## src/rtl/ordered_merge_pkg.sv

```systemverilog
`default_nettype none
// ============================================================================
// Module      : ordered_merge_pkg
// Description : Token encoding and counter types shared by the ordered merge.
// Revision    : 1.0
// ============================================================================
package ordered_merge_pkg;

    localparam logic TOK_TRUE  = 1'b1;
    localparam logic TOK_FALSE = 1'b0;
    localparam int   CNT_WIDTH = 16;

    typedef logic [CNT_WIDTH-1:0] cnt_t;

    function automatic logic tok_selects_true(input logic tok);
        return tok == TOK_TRUE;
    endfunction

endpackage
`default_nettype wire

```

## src/rtl/ordered_merge_if.sv

```systemverilog
`default_nettype none
// ============================================================================
// Module      : ordered_merge_if
// Description : Minimal AXI-Stream style valid/ready/data bundle.
// Revision    : 1.0
// ============================================================================
interface ordered_merge_if #(
    parameter int WIDTH = 16
);
    logic [WIDTH-1:0] tdata;
    logic             tvalid;
    logic             tready;

    modport master (output tdata, output tvalid, input tready);
    modport slave  (input tdata, input tvalid, output tready);
endinterface
`default_nettype wire

```

## src/rtl/axis_fifo.sv

```systemverilog
`default_nettype none
// ============================================================================
// Module      : axis_fifo
// Description : Synchronous stream FIFO, power-of-two depth, no sideband.
// Revision    : 1.0
// ============================================================================
module axis_fifo #(
    parameter int DATA_WIDTH = 8,
    parameter int DEPTH      = 16
) (
    input  wire logic                         clk,
    input  wire logic                         rst,
    input  wire logic [DATA_WIDTH-1:0]        s_axis_tdata,
    input  wire logic                         s_axis_tvalid,
    output logic                              s_axis_tready,
    output logic [DATA_WIDTH-1:0]             m_axis_tdata,
    output logic                              m_axis_tvalid,
    input  wire logic                         m_axis_tready,
    output logic [$clog2(DEPTH+1)-1:0]        count
);

    localparam int AW = $clog2(DEPTH);
    localparam int CW = $clog2(DEPTH + 1);

    logic [DATA_WIDTH-1:0] r_mem [DEPTH];
    logic [AW-1:0]         r_wr_ptr;
    logic [AW-1:0]         r_rd_ptr;
    logic [CW-1:0]         r_count;
    logic                  w_push;
    logic                  w_pop;

    // Ready depends on the stored count only, so a same-cycle pop never frees a slot early.
    assign s_axis_tready = (r_count != CW'(DEPTH));
    assign m_axis_tvalid = (r_count != '0);
    assign m_axis_tdata  = r_mem[r_rd_ptr];
    assign count         = r_count;

    assign w_push = s_axis_tvalid && s_axis_tready;
    assign w_pop  = m_axis_tvalid && m_axis_tready;

    always_ff @(posedge clk) begin
        if (w_push) begin
            r_mem[r_wr_ptr] <= s_axis_tdata;
        end
    end

    always_ff @(posedge clk or posedge rst) begin
        if (rst) begin
            r_wr_ptr <= '0;
            r_rd_ptr <= '0;
            r_count  <= '0;
        end else begin
            if (w_push) begin
                r_wr_ptr <= r_wr_ptr + AW'(1);
            end
            if (w_pop) begin
                r_rd_ptr <= r_rd_ptr + AW'(1);
            end
            case ({w_push, w_pop})
                2'b10:   r_count <= r_count + CW'(1);
                2'b01:   r_count <= r_count - CW'(1);
                default: r_count <= r_count;
            endcase
        end
    end

endmodule
`default_nettype wire

```

## src/rtl/ordered_merge.sv

```systemverilog
`default_nettype none
// ============================================================================
// Module      : ordered_merge
// Description : Merges two value streams in the order dictated by a token stream.
// Revision    : 1.0
// ============================================================================
module ordered_merge
    import ordered_merge_pkg::*;
#(
    parameter int VAL_WIDTH   = 16,
    parameter int FIFO_SIZE   = 16,
    parameter int STALL_LIMIT = 1024
) (
    input  wire logic                         clk,
    input  wire logic                         rst,
    ordered_merge_if.slave                    s_cond_axis,
    ordered_merge_if.slave                    s_true_val_axis,
    ordered_merge_if.slave                    s_false_val_axis,
    ordered_merge_if.master                   m_val_axis,
    output logic [$clog2(FIFO_SIZE+1)-1:0]    pending_cnt,
    output cnt_t                              true_cnt,
    output cnt_t                              false_cnt,
    output logic                              stall_err
);

    localparam int SW = $clog2(STALL_LIMIT + 1);

    logic                 w_fifo_in_ready;
    logic                 w_fifo_in_valid;
    logic [0:0]           w_tok_data;
    logic                 w_tok_v;
    logic                 w_tok;
    logic                 w_out_free;
    logic                 w_sel_valid;
    logic [VAL_WIDTH-1:0] w_sel_data;
    logic                 w_fire;
    logic                 w_stall;

    logic [VAL_WIDTH-1:0] r_out_data;
    logic                 r_out_valid;
    logic [SW-1:0]        r_stall_cnt;

    assign w_fifo_in_valid   = s_cond_axis.tvalid && !rst;
    assign s_cond_axis.tready = w_fifo_in_ready && !rst;

    axis_fifo #(
        .DATA_WIDTH (1),
        .DEPTH      (FIFO_SIZE)
    ) u_tok_fifo (
        .clk           (clk),
        .rst           (rst),
        .s_axis_tdata  (s_cond_axis.tdata),
        .s_axis_tvalid (w_fifo_in_valid),
        .s_axis_tready (w_fifo_in_ready),
        .m_axis_tdata  (w_tok_data),
        .m_axis_tvalid (w_tok_v),
        .m_axis_tready (w_fire),
        .count         (pending_cnt)
    );

    assign w_tok       = w_tok_data[0];
    assign w_out_free  = !r_out_valid || m_val_axis.tready;
    assign w_sel_valid = tok_selects_true(w_tok) ? s_true_val_axis.tvalid : s_false_val_axis.tvalid;
    assign w_sel_data  = tok_selects_true(w_tok) ? s_true_val_axis.tdata  : s_false_val_axis.tdata;
    assign w_fire      = w_tok_v && w_sel_valid && w_out_free;
    assign w_stall     = w_tok_v && !w_sel_valid;

    // Only the stream named by the head token may ever see ready.
    assign s_true_val_axis.tready  = w_tok_v && (w_tok == TOK_TRUE)  && w_out_free;
    assign s_false_val_axis.tready = w_tok_v && (w_tok == TOK_FALSE) && w_out_free;

    assign m_val_axis.tdata  = r_out_data;
    assign m_val_axis.tvalid = r_out_valid;

    always_ff @(posedge clk or posedge rst) begin
        if (rst) begin
            r_out_data  <= '0;
            r_out_valid <= 1'b0;
            true_cnt    <= '0;
            false_cnt   <= '0;
        end else begin
            if (w_fire) begin
                r_out_data  <= w_sel_data;
                r_out_valid <= 1'b1;
                if (tok_selects_true(w_tok)) begin
                    true_cnt <= true_cnt + cnt_t'(1);
                end else begin
                    false_cnt <= false_cnt + cnt_t'(1);
                end
            end else if (m_val_axis.tready) begin
                r_out_valid <= 1'b0;
            end
        end
    end

    // Back-pressure from the output alone is not a stall: the count just holds.
    always_ff @(posedge clk or posedge rst) begin
        if (rst) begin
            r_stall_cnt <= '0;
            stall_err   <= 1'b0;
        end else begin
            if (w_fire || !w_tok_v) begin
                r_stall_cnt <= '0;
            end else if (w_stall && (r_stall_cnt != SW'(STALL_LIMIT))) begin
                r_stall_cnt <= r_stall_cnt + SW'(1);
                if (r_stall_cnt == SW'(STALL_LIMIT - 1)) begin
                    stall_err <= 1'b1;
                end
            end
        end
    end

endmodule
`default_nettype wire

```

## src/flat_wrapper.sv

```systemverilog
// flat-port wrapper written by rule: the top's interface ports become plain ports
module ordered_merge_flat import ordered_merge_pkg::*;
#(
    parameter int VAL_WIDTH   = 16,
    parameter int FIFO_SIZE   = 16,
    parameter int STALL_LIMIT = 1024
)
  (clk, rst, pending_cnt, true_cnt, false_cnt, stall_err, s_cond_axis_tdata, s_cond_axis_tvalid, s_cond_axis_tready, s_true_val_axis_tdata, s_true_val_axis_tvalid, s_true_val_axis_tready, s_false_val_axis_tdata, s_false_val_axis_tvalid, s_false_val_axis_tready, m_val_axis_tdata, m_val_axis_tvalid, m_val_axis_tready);
  ordered_merge_if #(.WIDTH(1)) s_cond_axis_i ();
  ordered_merge_if #(.WIDTH(16)) s_true_val_axis_i ();
  ordered_merge_if #(.WIDTH(16)) s_false_val_axis_i ();
  ordered_merge_if #(.WIDTH(16)) m_val_axis_i ();
  input  wire logic clk;
  input  wire logic rst;
  output logic [$clog2(FIFO_SIZE+1)-1:0] pending_cnt;
  output cnt_t true_cnt;
  output cnt_t false_cnt;
  output logic stall_err;
  input wire logic [$bits(s_cond_axis_i.tdata)-1:0] s_cond_axis_tdata;
  input wire logic [$bits(s_cond_axis_i.tvalid)-1:0] s_cond_axis_tvalid;
  output wire logic [$bits(s_cond_axis_i.tready)-1:0] s_cond_axis_tready;
  input wire logic [$bits(s_true_val_axis_i.tdata)-1:0] s_true_val_axis_tdata;
  input wire logic [$bits(s_true_val_axis_i.tvalid)-1:0] s_true_val_axis_tvalid;
  output wire logic [$bits(s_true_val_axis_i.tready)-1:0] s_true_val_axis_tready;
  input wire logic [$bits(s_false_val_axis_i.tdata)-1:0] s_false_val_axis_tdata;
  input wire logic [$bits(s_false_val_axis_i.tvalid)-1:0] s_false_val_axis_tvalid;
  output wire logic [$bits(s_false_val_axis_i.tready)-1:0] s_false_val_axis_tready;
  output wire logic [$bits(m_val_axis_i.tdata)-1:0] m_val_axis_tdata;
  output wire logic [$bits(m_val_axis_i.tvalid)-1:0] m_val_axis_tvalid;
  input wire logic [$bits(m_val_axis_i.tready)-1:0] m_val_axis_tready;
  assign s_cond_axis_i.tdata = s_cond_axis_tdata;
  assign s_cond_axis_i.tvalid = s_cond_axis_tvalid;
  assign s_cond_axis_tready = s_cond_axis_i.tready;
  assign s_true_val_axis_i.tdata = s_true_val_axis_tdata;
  assign s_true_val_axis_i.tvalid = s_true_val_axis_tvalid;
  assign s_true_val_axis_tready = s_true_val_axis_i.tready;
  assign s_false_val_axis_i.tdata = s_false_val_axis_tdata;
  assign s_false_val_axis_i.tvalid = s_false_val_axis_tvalid;
  assign s_false_val_axis_tready = s_false_val_axis_i.tready;
  assign m_val_axis_tdata = m_val_axis_i.tdata;
  assign m_val_axis_tvalid = m_val_axis_i.tvalid;
  assign m_val_axis_i.tready = m_val_axis_tready;
  ordered_merge #(.VAL_WIDTH(VAL_WIDTH), .FIFO_SIZE(FIFO_SIZE), .STALL_LIMIT(STALL_LIMIT)) u_core (.clk(clk), .rst(rst), .s_cond_axis(s_cond_axis_i), .s_true_val_axis(s_true_val_axis_i), .s_false_val_axis(s_false_val_axis_i), .m_val_axis(m_val_axis_i), .pending_cnt(pending_cnt), .true_cnt(true_cnt), .false_cnt(false_cnt), .stall_err(stall_err));
endmodule
```

## config.mk

```make
export PLATFORM = sky130hd
export DESIGN_NAME = ordered_merge_flat
export DESIGN_NICKNAME = d
export VERILOG_FILES = /design/src/rtl/ordered_merge_pkg.sv /design/src/rtl/ordered_merge_if.sv /design/src/rtl/axis_fifo.sv /design/src/rtl/ordered_merge.sv /design/src/flat_wrapper.sv
export SDC_FILE = /design/constraint.sdc
export NUM_CORES = 1
export LEC_CHECK = 0
export ABC_AREA = 1
export CAP_MARGIN = 20
export CORE_AREA = 2 2 130 132
export DETAILED_ROUTE_END_ITERATION = 8
export DIE_AREA = 0 0 132 134
export GPL_ROUTABILITY_DRIVEN = 0
export PLACE_DENSITY = 0.52
export SYNTH_ARGS = -nofsm -noshare
export SYNTH_HDL_FRONTEND = slang
export SYNTH_SLANG_ARGS = --single-unit
```

## constraint.sdc

```tcl
create_clock -name clk -period 3.24 [get_ports clk]
set_input_delay 0.486 -clock clk [delete_from_list [all_inputs] [get_ports clk]]
set_output_delay 0.486 -clock clk [all_outputs]
set_load 0.03 [all_outputs]
```

==> results.ini <==
[clock_tree]
cts_setup_buffers = 0
cts.repair.resized = 0
cts.clk_slew.worst_paths_ns = 0.07
cts_tree = done
clk_path_buf_depth = 2
cts_buffers = 9
holdBufCountCts = 0
clock_latency_ns = 0.35
root_buffer = clkbuf_16
clkSinkCount = 90
h-tree-depth = 3

[grt]
antenna_found_initial = 0
grt_max_degree = 75
grt-ovfl-total = 0
grt_pass1_wl_um = 19600
grt_pass1_vias = 4010
track_usage_pct = 13.8

[min_path]
min-delay-start = u_core.m_val_axis.tdata[0]
hold_path_class = register to register

[cells_and_area]
multi_input_area_um2 = 2130
nFillCells = 1675
fin_util_pct = 38.9
register_area_um2 = 2330
antenna_cells = 0
finalNonFillerCells = 908
drive_above_1_share_pct = 5.96
final_nets = 735
syn2layout_area_growth_pct = 31.0

[job]
maxCapViolations = 0

[setup_path]
rr_worst_depth = 19
crit_path_end_kind = primary output
critical_path.startpoint = u_core.u_tok_fifo.r_rd_ptr[0]
critPathLaunchType = register
r2r_setup_slack_ns = 0.48
rr_startpoint = u_core.u_tok_fifo.r_rd_ptr[0]
critPathCapture = s_true_val_axis_tready
critPathKind = register to primary output
r2r-end = u_core.u_tok_fifo.count[4]
cp_max_fo = 11
cp.arrival_ns = 2.35
required_ns = 2.75

[route]
drtIter0Drc = 217
drcViolationCount = 0
routedWlPerCell_um = 13.0
drtPass1Iterations = 4
routed_wl_um = 11800
ant_nets = 0
dr_total_vias = 4106
vias_per_cell = 4.52

[floorplanning]
ios = 97
die_area_um2 = 17700
core_area_um2 = 16300
die_h_um = 134
die_x_um = 132
rows = 47
start_util_pct = 29.7

[sta]
worst_slew_pin_slew_ns = 0.756
fmax_mhz = 353
hold_viol = 0
fin_tns_setup_ns = 0
rsz0062_at_grt = no
finalCritPeriodShare_pct = 87.5
slew_headroom_pct = 49.4
drv_slew = 0
finalSetupViolCount = 0
min_period_ns = 2.84
fin_worst_skew_ns = 0.00636

[logic_synthesis]
seq_area_frac_synth_pct = 48.2
ys.warnings.count = 0
synthCells = 583
ys_types = 33
synth_nets = 635
synth-seq-cells = 90
synth.avg_cell_area_um2 = 8.29
netlist_area_um2 = 4840

[power]
swShare_pct = 46.2
ir_worst_vdd_uv = 384
p_seq_share_pct = 31.4
power.switching_mw = 2.67
clkPwrFrac_pct = 17.0
combPwrFrac_pct = 51.6
p_int_mw = 3.11
power.density_nw_per_um2 = 913
power_leakage_nw = 2.87

[placement]
hpwl_um = 8560
dp_cells = 891
io_buffer_count = 96

[outcome]
status = completed

-- through the flow --
stage	instance area, um^2	setup slack (ns)	total power [mW]	hold slack [ns]
2_1_floorplan	4850	0.0107	3.84	0.483
3_3_place_gp	6030	0.502	4.80	0.467
3_5_place_dp	6030	0.422	4.85	0.469
4_1_cts	6310	0.356	5.87	0.486
5_1_grt	6330	0.163	6.28	0.513
6_report	6330	0.404	5.78	0.480
-- how the worst min path moves through the flow --
stage	endpoint	slack, ns	cells past startpoint
2_1_floorplan	u_core.u_tok_fifo.r_wr_ptr[3]	0.48	1
3_3_place_gp	u_core.m_val_axis.tdata[4]	0.47	2
3_5_place_dp	u_core.m_val_axis.tdata[0]	0.47	2
4_1_cts	u_core.m_val_axis.tdata[0]	0.49	2
5_1_grt	u_core.stall_err	0.51	1
6_report	u_core.m_val_axis.tdata[0]	0.48	2
-- kinds of logic (layout without fill, tap and decap cells) --
kind of cell,after synthesis,after routing,synth area share [%]
adder cells (fa/ha/maj),13,13,3.36
flip-flops,90,90,48.2
XOR/XNOR,40,40,7.24
buffers and inverters,88,193,7.97
AND/OR/NAND/NOR,320,320,29.8
AO/OA/AOI/OAI,32,32,3.44
-- placed cells by master (no fill, tap or decap), drive strengths merged --
cell type and instances:
nand2 177, clkdlybuf4s50 96, dfrtp 74, inv 74, nand3 55, nor2 37, xor2 36, nand4 25
o21ai 22, nor3 16, edfxtp 16, ha 13, clkbuf 12, a21oi 7, buf 7, xnor2 4
and3 3, nor4 3, nand3b 2, clkinvlp 2, clkinv 2, or2 1, nor4b 1, o21bai 1
o211ai 1, a31oi 1
-- Yosys cell counts --
library cell,instances,share of area [%]
nor2_1,35,2.7
ha_1,13,3.4
dfrtp_1,74,38
xor2_1,36,6.5
buf_4,6,0.93
nor3_1,16,1.7
o21bai_1,1,0.16
and3_1,3,0.39
or2_2,1,0.13
nand2_1,173,13
nand3b_1,2,0.31
xnor2_1,4,0.72
inv_1,71,5.5
nand3_2,4,0.83
o21ai_1,5,0.52
clkbuf_1,1,0.078
o21ai_0,17,1.8
edfxtp_1,16,9.9
buf_2,4,0.41
nand3_1,51,5.3
nor4b_1,1,0.18
nand4_1,25,3.2
buf_6,3,0.70
nor4_2,1,0.26
nor4_1,2,0.26
inv_6,1,0.18
a21oi_1,7,0.72
nand2_2,3,0.39
a31oi_1,1,0.13
inv_2,2,0.16
nor2_4,2,0.47
o211ai_1,1,0.16
nand2_4,1,0.23
-- area by class of cell --
cell class	count	area share (%)
Sequential cell	90	36.8
Multi-Input combinational cell	405	33.6
Timing Repair Buffer	103	16.3
Inverter	74	4.56
Tap cell	220	4.35
Clock buffer	12	3.89
Clock inverter	4	0.415
-- registers in the layout (all words and copies together) (netlist names) --
signal	flops
u_core.r_stall_cnt	11
u_core.true_cnt	16
u_core.u_tok_fifo.count	5
u_core.m_val_axis.tdata	16
u_core.u_tok_fifo.r_wr_ptr	4
u_core.u_tok_fifo.r_mem	16
u_core.u_tok_fifo.r_rd_ptr	4
u_core.false_cnt	16
u_core.stall_err	1
u_core.m_val_axis.tvalid	1
-- routing by layer --
| layer | track usage, % | vias to the layer above | routed length (um) |
|---|---|---|---|
| li1 | - | 2076 | - |
| met1 | 16.8 | 1924 | 5180 |
| met2 | 23.0 | 87 | 5700 |
| met3 | 3.74 | 19 | 629 |
| met4 | 6.10 | 0 | 268 |
| met5 | 0 | - | 0 |
-- power by group through the flow --
stage | Clock [mW] | Combinational [mW] | Sequential [mW]
global placement | 0 | 2.97 | 1.83
finish | 0.982 | 2.99 | 1.82
floorplan | 0 | 1.60 | 2.24
global route | 1.07 | 3.33 | 1.88
detailed placement | 0 | 3.01 | 1.84
CTS | 1.03 | 3.03 | 1.82
-- worst max-delay path, stage by stage, from the launching register on --
cell,delay (ns)
dfrtp_1,0.60
inv_6,0.08
nand2_1,0.08
nand3_1,0.07
nand3_1,0.09
nand3_2,0.13
a21oi_1,0.24
clkdlybuf4s50_1,0.71
Power figures use the tool's default switching activity.
